$ cat config.mk
export PLATFORM = sky130hd
export DESIGN_NAME = led_pixel_serializer
export DESIGN_NICKNAME = d
export VERILOG_FILES = /design/src/rtl/led_pkg.sv /design/src/rtl/led_piso_shift.sv /design/src/rtl/led_pixel_serializer.sv
export SDC_FILE = /design/constraint.sdc
export NUM_CORES = 1
export LEC_CHECK = 0
export CORE_MARGIN = 2
export CORE_UTILIZATION = 54
export DETAILED_ROUTE_END_ITERATION = 8
export GPL_TIMING_DRIVEN = 0
export PLACE_DENSITY_LB_ADDON = 0.15
export SYNTH_ARGS = -nofsm -noshare
export SYNTH_HDL_FRONTEND = slang
export SYNTH_HIERARCHICAL = 1
export SYNTH_SLANG_ARGS = --single-unit
$ cat constraint.sdc
create_clock -name DCK -period 2.3 [get_ports DCK]
set_input_delay 0.345 -clock DCK [delete_from_list [all_inputs] [get_ports DCK]]
set_output_delay 0.345 -clock DCK [all_outputs]
set_load 0.1 [all_outputs]
$ cat src/rtl/led_pkg.sv
// Shared constants and FSM state type for the LED pixel serializer and the driver side.
package led_pkg;
    localparam int PIXEL_W      = 16;
    localparam int FRAME_PIXELS = 512;
    localparam int PIX_IDX_W    = 9;

    typedef enum logic [1:0] {
        IDLE  = 2'd0,
        SHIFT = 2'd1,
        GAP   = 2'd2
    } state_e;
endpackage

$ cat src/rtl/led_piso_shift.sv
// Parallel-load, LSB-first shift register; serial out is the register LSB itself.
// Shifting zeros in means the output drops to 0 once all bits have gone out.
module led_piso_shift #(
    parameter int WIDTH = 16
) (
    input  logic             clk_i,
    input  logic             rst_i,
    input  logic             clr_i,
    input  logic             load_i,
    input  logic             shift_i,
    input  logic [WIDTH-1:0] din_i,
    output logic             sout_o
);
    logic [WIDTH-1:0] sr_q;
    logic [WIDTH-1:0] sr_d;

    always_comb begin
        sr_d = sr_q;
        if (clr_i) begin
            sr_d = '0;
        end else if (load_i) begin
            sr_d = din_i;
        end else if (shift_i) begin
            sr_d = {1'b0, sr_q[WIDTH-1:1]};
        end
    end

    always_ff @(posedge clk_i) begin
        if (rst_i) begin
            sr_q <= '0;
        end else begin
            sr_q <= sr_d;
        end
    end

    assign sout_o = sr_q[0];
endmodule

$ cat src/rtl/led_pixel_serializer.sv
// Bit-serial pixel feeder: each accepted pixel goes out LSB first on DAI with DEN high, then a DEN-low gap.
// First bit one DCK after accept; pix_ready only in IDLE or the last gap cycle, never during frame_restart.
module led_pixel_serializer #(
    parameter int PIXEL_W      = led_pkg::PIXEL_W,
    parameter int FRAME_PIXELS = led_pkg::FRAME_PIXELS,
    parameter int GAP_CYCLES   = 2
) (
    input  logic                            DCK,
    input  logic                            rst,
    input  logic [PIXEL_W-1:0]              pix_data,
    input  logic                            pix_valid,
    output logic                            pix_ready,
    input  logic                            frame_restart,
    output logic                            DAI,
    output logic                            DEN,
    output logic [$clog2(FRAME_PIXELS)-1:0] pix_index,
    output logic                            frame_done,
    output logic                            busy
);
    import led_pkg::*;

    localparam int BIT_W = $clog2(PIXEL_W);
    localparam int IDX_W = $clog2(FRAME_PIXELS);
    localparam logic [BIT_W-1:0] LAST_BIT = BIT_W'(PIXEL_W - 1);
    localparam logic [3:0]       LAST_GAP = 4'(GAP_CYCLES - 1);
    localparam logic [IDX_W-1:0] LAST_PIX = IDX_W'(FRAME_PIXELS - 1);

    state_e           state_q, state_d;
    logic [BIT_W-1:0] bit_cnt_q, bit_cnt_d;
    logic [3:0]       gap_cnt_q, gap_cnt_d;
    logic [IDX_W-1:0] pix_cnt_q, pix_cnt_d;
    logic [IDX_W-1:0] pix_index_q, pix_index_d;
    logic             den_q, den_d;
    logic             frame_done_q, frame_done_d;
    logic             sr_load, sr_shift, sr_clr;
    logic             gap_last;
    logic             accept;

    assign gap_last  = (state_q == GAP) && (gap_cnt_q == LAST_GAP);
    assign pix_ready = !rst && !frame_restart && ((state_q == IDLE) || gap_last);
    assign accept    = pix_valid && pix_ready;

    always_comb begin
        state_d      = state_q;
        bit_cnt_d    = bit_cnt_q;
        gap_cnt_d    = gap_cnt_q;
        pix_cnt_d    = pix_cnt_q;
        pix_index_d  = pix_index_q;
        den_d        = den_q;
        frame_done_d = 1'b0;
        sr_load      = 1'b0;
        sr_shift     = 1'b0;
        sr_clr       = 1'b0;

        if (frame_restart) begin
            state_d     = IDLE;
            bit_cnt_d   = '0;
            gap_cnt_d   = '0;
            pix_cnt_d   = '0;
            pix_index_d = '0;
            den_d       = 1'b0;
            sr_clr      = 1'b1;
        end else begin
            case (state_q)
                IDLE: begin
                    if (accept) begin
                        state_d     = SHIFT;
                        bit_cnt_d   = '0;
                        den_d       = 1'b1;
                        sr_load     = 1'b1;
                        pix_index_d = pix_cnt_q;
                    end
                end
                SHIFT: begin
                    sr_shift = 1'b1;
                    if (bit_cnt_q == LAST_BIT) begin
                        state_d   = GAP;
                        den_d     = 1'b0;
                        gap_cnt_d = '0;
                        pix_cnt_d = (pix_cnt_q == LAST_PIX) ? '0 : pix_cnt_q + 1'b1;
                    end else begin
                        bit_cnt_d = bit_cnt_q + 1'b1;
                    end
                end
                GAP: begin
                    if (gap_last) begin
                        // pix_index_q still names the pixel whose gap is ending
                        frame_done_d = (pix_index_q == LAST_PIX);
                        if (accept) begin
                            state_d     = SHIFT;
                            bit_cnt_d   = '0;
                            den_d       = 1'b1;
                            sr_load     = 1'b1;
                            pix_index_d = pix_cnt_q;
                        end else begin
                            state_d = IDLE;
                        end
                    end else begin
                        gap_cnt_d = gap_cnt_q + 1'b1;
                    end
                end
                default: begin
                    state_d = IDLE;
                    den_d   = 1'b0;
                end
            endcase
        end
    end

    always_ff @(posedge DCK) begin
        if (rst) begin
            state_q      <= IDLE;
            bit_cnt_q    <= '0;
            gap_cnt_q    <= '0;
            pix_cnt_q    <= '0;
            pix_index_q  <= '0;
            den_q        <= 1'b0;
            frame_done_q <= 1'b0;
        end else begin
            state_q      <= state_d;
            bit_cnt_q    <= bit_cnt_d;
            gap_cnt_q    <= gap_cnt_d;
            pix_cnt_q    <= pix_cnt_d;
            pix_index_q  <= pix_index_d;
            den_q        <= den_d;
            frame_done_q <= frame_done_d;
        end
    end

    led_piso_shift #(
        .WIDTH (PIXEL_W)
    ) u_shift (
        .clk_i   (DCK),
        .rst_i   (rst),
        .clr_i   (sr_clr),
        .load_i  (sr_load),
        .shift_i (sr_shift),
        .din_i   (pix_data),
        .sout_o  (DAI)
    );

    assign DEN        = den_q;
    assign pix_index  = pix_index_q;
    assign frame_done = frame_done_q;
    assign busy       = (state_q == SHIFT) || (state_q == GAP);
endmodule

==> results_dict.tcl <==
set metrics [dict create \
    synth_top_area_frac 0.381 \
    cts_buffer_depth 2 \
    critPathMaxFanout 3 \
    drtIter0Drc 57 \
    hold_slack_ns 0.482 \
    path_class "reg -> out" \
    path_depth 1 \
    place_inst 326 \
    intPower_mw 1.22 \
    final_hold_viol_count 0 \
    die_x_um 70.9 \
    grt_max_degree 15 \
    nets 310 \
    final_cells 333 \
    max-cap-violations 0 \
    holdBufCountCts 0 \
    core_sq_um 4320 \
    power.density_nw_per_um2 542 \
    cts_buffers 5 \
    synth_async_sr_flop_share 0 \
    layout_common_cells "46 x dfxtp_1, 31 x clkdlybuf4s50_1, 25 x nor2_1" \
    wl_per_cell_um 13.6 \
    clock-root-buffer "clkbuf_8" \
    cts_sinks 46 \
    wl_um 4520 \
    cp-start-kind "register" \
    clk_latency_ns 0.30 \
    p_total_mw 1.59 \
    min_period_ns 2.17 \
    p_sw_frac 0.235 \
    reg2reg_to "u_shift/sr_q[6]" \
    ys_warn_count 6 \
    hold_class "reg -> reg" \
    grt_usage 0.192 \
    ys_seq_area_frac 0.381 \
    drt_pass1_iterations 4 \
    worst_setup_path_end_kind "output pin" \
    ant_nets 0 \
    slew_headroom 0.347 \
    post_synth_instance_area_sq_um 2420 \
    cts.reportedPaths.clkPinSlew_ns 0.09 \
    initial_core_util 0.560 \
    worstPathRequired_ns 1.96 \
    min_period_over_period 0.946 \
    row_count 24 \
    drcViolationCount 0 \
    final_cell_area_sq_um 2940 \
    die_height_um 70.9 \
    io_buffers 33 \
    pwr-share-comb 0.116 \
    place_congestion 0.805 \
    synth_cell_types 52 \
    irDropWorstVdd_v 0.000298 \
    timing.rr.start "state_q[0]" \
    critical_path.slowest_cell "clkdlybuf4s50_1" \
    critPathBufInv 1 \
    max_slew.worst_pin.slew_ns 0.977 \
    p_seq_frac 0.510 \
    hpwlAfterDp_um 3340 \
    cp_cell_sequence "clkdlybuf4s50_1" \
    placed_area_sq_um 2820 \
    synth.net_count 271 \
    n_antenna_cell 0 \
    path_delay_family "buffers and inverters" \
    drv_slew 0 \
    synth-seq-cells 46 \
    synth_edf_count 0 \
    drive_gt1_frac 0.174 \
    num_vias 1821 \
    r2r_cells 9 \
    layout_commonest_cell "dfxtp_1" \
    cts_tree "built" \
    viasPerCell 5.47 \
    grt_pass1_vias 1766 \
    synth_area_leader_cell "dfxtp_1" \
    fmax_ghz 0.460 \
    r2r_setup_slack_ns 0.18 \
    finClkSkew_ns 0.00576 \
    syn_inst 241 \
    h-tree-depth 2 \
    endpoint "pix_index[8]" \
    grt_overflow 0 \
    grt_pass1_wl_um 7810 \
    status "complete, no violations" \
    slowest_delay_ns 1.15 \
    synth_ff_type "dfxtp_1" \
    clkPwrFrac 0.374 \
    leakage_nw 1.32 \
    synth.area.top_cells "dfxtp_1 38%, o211a_1 6.2%, mux2_4 5.6%" \
    startpoint "pix_index[8]" \
    netSwitchingPower_uw 374 \
    antenna_found_initial 0 \
    area_delta_synth_final_pct 21.4 \
    crit_arrival_ns 1.83 \
    avgSynthCellArea_sq_um 10.0 \
    cts_setup_buffers 0 \
    die_area_sq_um 5030 \
    setup_viol 0 \
    ios 34 \
]
-- metrics by stage --
stage | TNS (ns) | util | setup slack (ns)
floorplan | 0 | - | 0.0500
global placement | -1.30 | 0.652 | -0.964
CTS | 0 | 0.678 | 0.0161
finish | 0 | 0.679 | 0.125
global route | -0.0101 | 0.679 | -0.0101
detailed placement | -1.61 | 0.652 | -0.994
-- metal layers --
layer	wire length, um	global-route usage
met5	0	0
met4	55	0.0566
met3	185	0.0456
met2	2170	0.319
met1	2110	0.250
-- what timing repair did --
action / CTS / global route
pin swaps: 0 / 0
hold endpoints to repair: 0 / 0
gates resized for setup: 10 / 8
endpoints found under the setup margin: 2 / 15
-- registers in the layout, summed over array words and instances, names as in the netlist --
signal        count
u_shift/sr_q     16
pix_cnt_q         9
pix_index         9
bit_cnt_q         4
gap_cnt_q         4
state_q           2
DEN               1
frame_done        1
-- cell type report --
type | instances | area [sq um]
fill | 352 | 1390
multi-input combinational | 177 | 1380
sequential | 46 | 921
timing repair buffer | 33 | 335
buffer | 11 | 100
clock buffer | 6 | 72.6
tap | 52 | 65.1
clock inverter | 2 | 37.5
inverter | 6 | 22.5
-- worst min-delay path by stage --
stage	to	slack, ns	start	depth (start not counted)
2_1_floorplan	pix_cnt_q[8]	0.45	pix_cnt_q[8]	2
3_3_place_gp	frame_done	0.46	pix_index[2]	2
3_5_place_dp	frame_done	0.47	pix_index[2]	2
4_1_cts	frame_done	0.49	pix_index[2]	2
5_1_grt	frame_done	0.51	pix_index[2]	2
6_report	frame_done	0.48	pix_index[2]	2
-- worst reg2reg max path, cell delays in order (launching register included) --
cell      delay [ns]
dfxtp_1         0.41
inv_1           0.10
ha_2            0.26
and4bb_1        0.24
buf_6           0.14
o21bai_4        0.16
inv_1           0.11
buf_2           0.20
buf_6           0.16
o211a_1         0.24
-- power groups by stage --
stage | Combinational [mW] | Clock (mW) | Sequential (mW)
floorplan | 0.119 | 0 | 0.834
global placement | 0.182 | 0 | 0.830
detailed placement | 0.184 | 0 | 0.830
CTS | 0.185 | 0.606 | 0.811
global route | 0.201 | 0.632 | 0.813
finish | 0.185 | 0.596 | 0.811
-- cell families after synthesis --
kind of cell / synth area share
AND/OR/NAND/NOR: 0.211
multiplexers: 0.126
AO/OA/AOI/OAI: 0.145
adder cells (fa/ha/maj): 0.0517
buffers and inverters: 0.0502
flip-flops: 0.381
XOR/XNOR: 0.0362
-- synth_stat cells, types with 2 or more instances --
| cell | instances |
|---|---|
| dfxtp_1 | 46 |
| nor2_1 | 26 |
| nand2b_1 | 18 |
| nand2_1 | 17 |
| o211a_1 | 15 |
| ha_1 | 10 |
| mux2_4 | 9 |
| mux2i_1 | 9 |
| xnor2_1 | 8 |
| a21oi_1 | 6 |
| inv_1 | 6 |
| mux2_2 | 6 |
| nand3_1 | 6 |
| a211oi_1 | 4 |
| buf_6 | 4 |
| nand4_1 | 4 |
| nor3_1 | 4 |
| clkbuf_1 | 3 |
| buf_2 | 2 |
| nand4b_1 | 2 |
| o211ai_1 | 2 |
| or2_2 | 2 |
| or3b_1 | 2 |
| xor2_1 | 2 |
(Power assumes the default switching activity.)
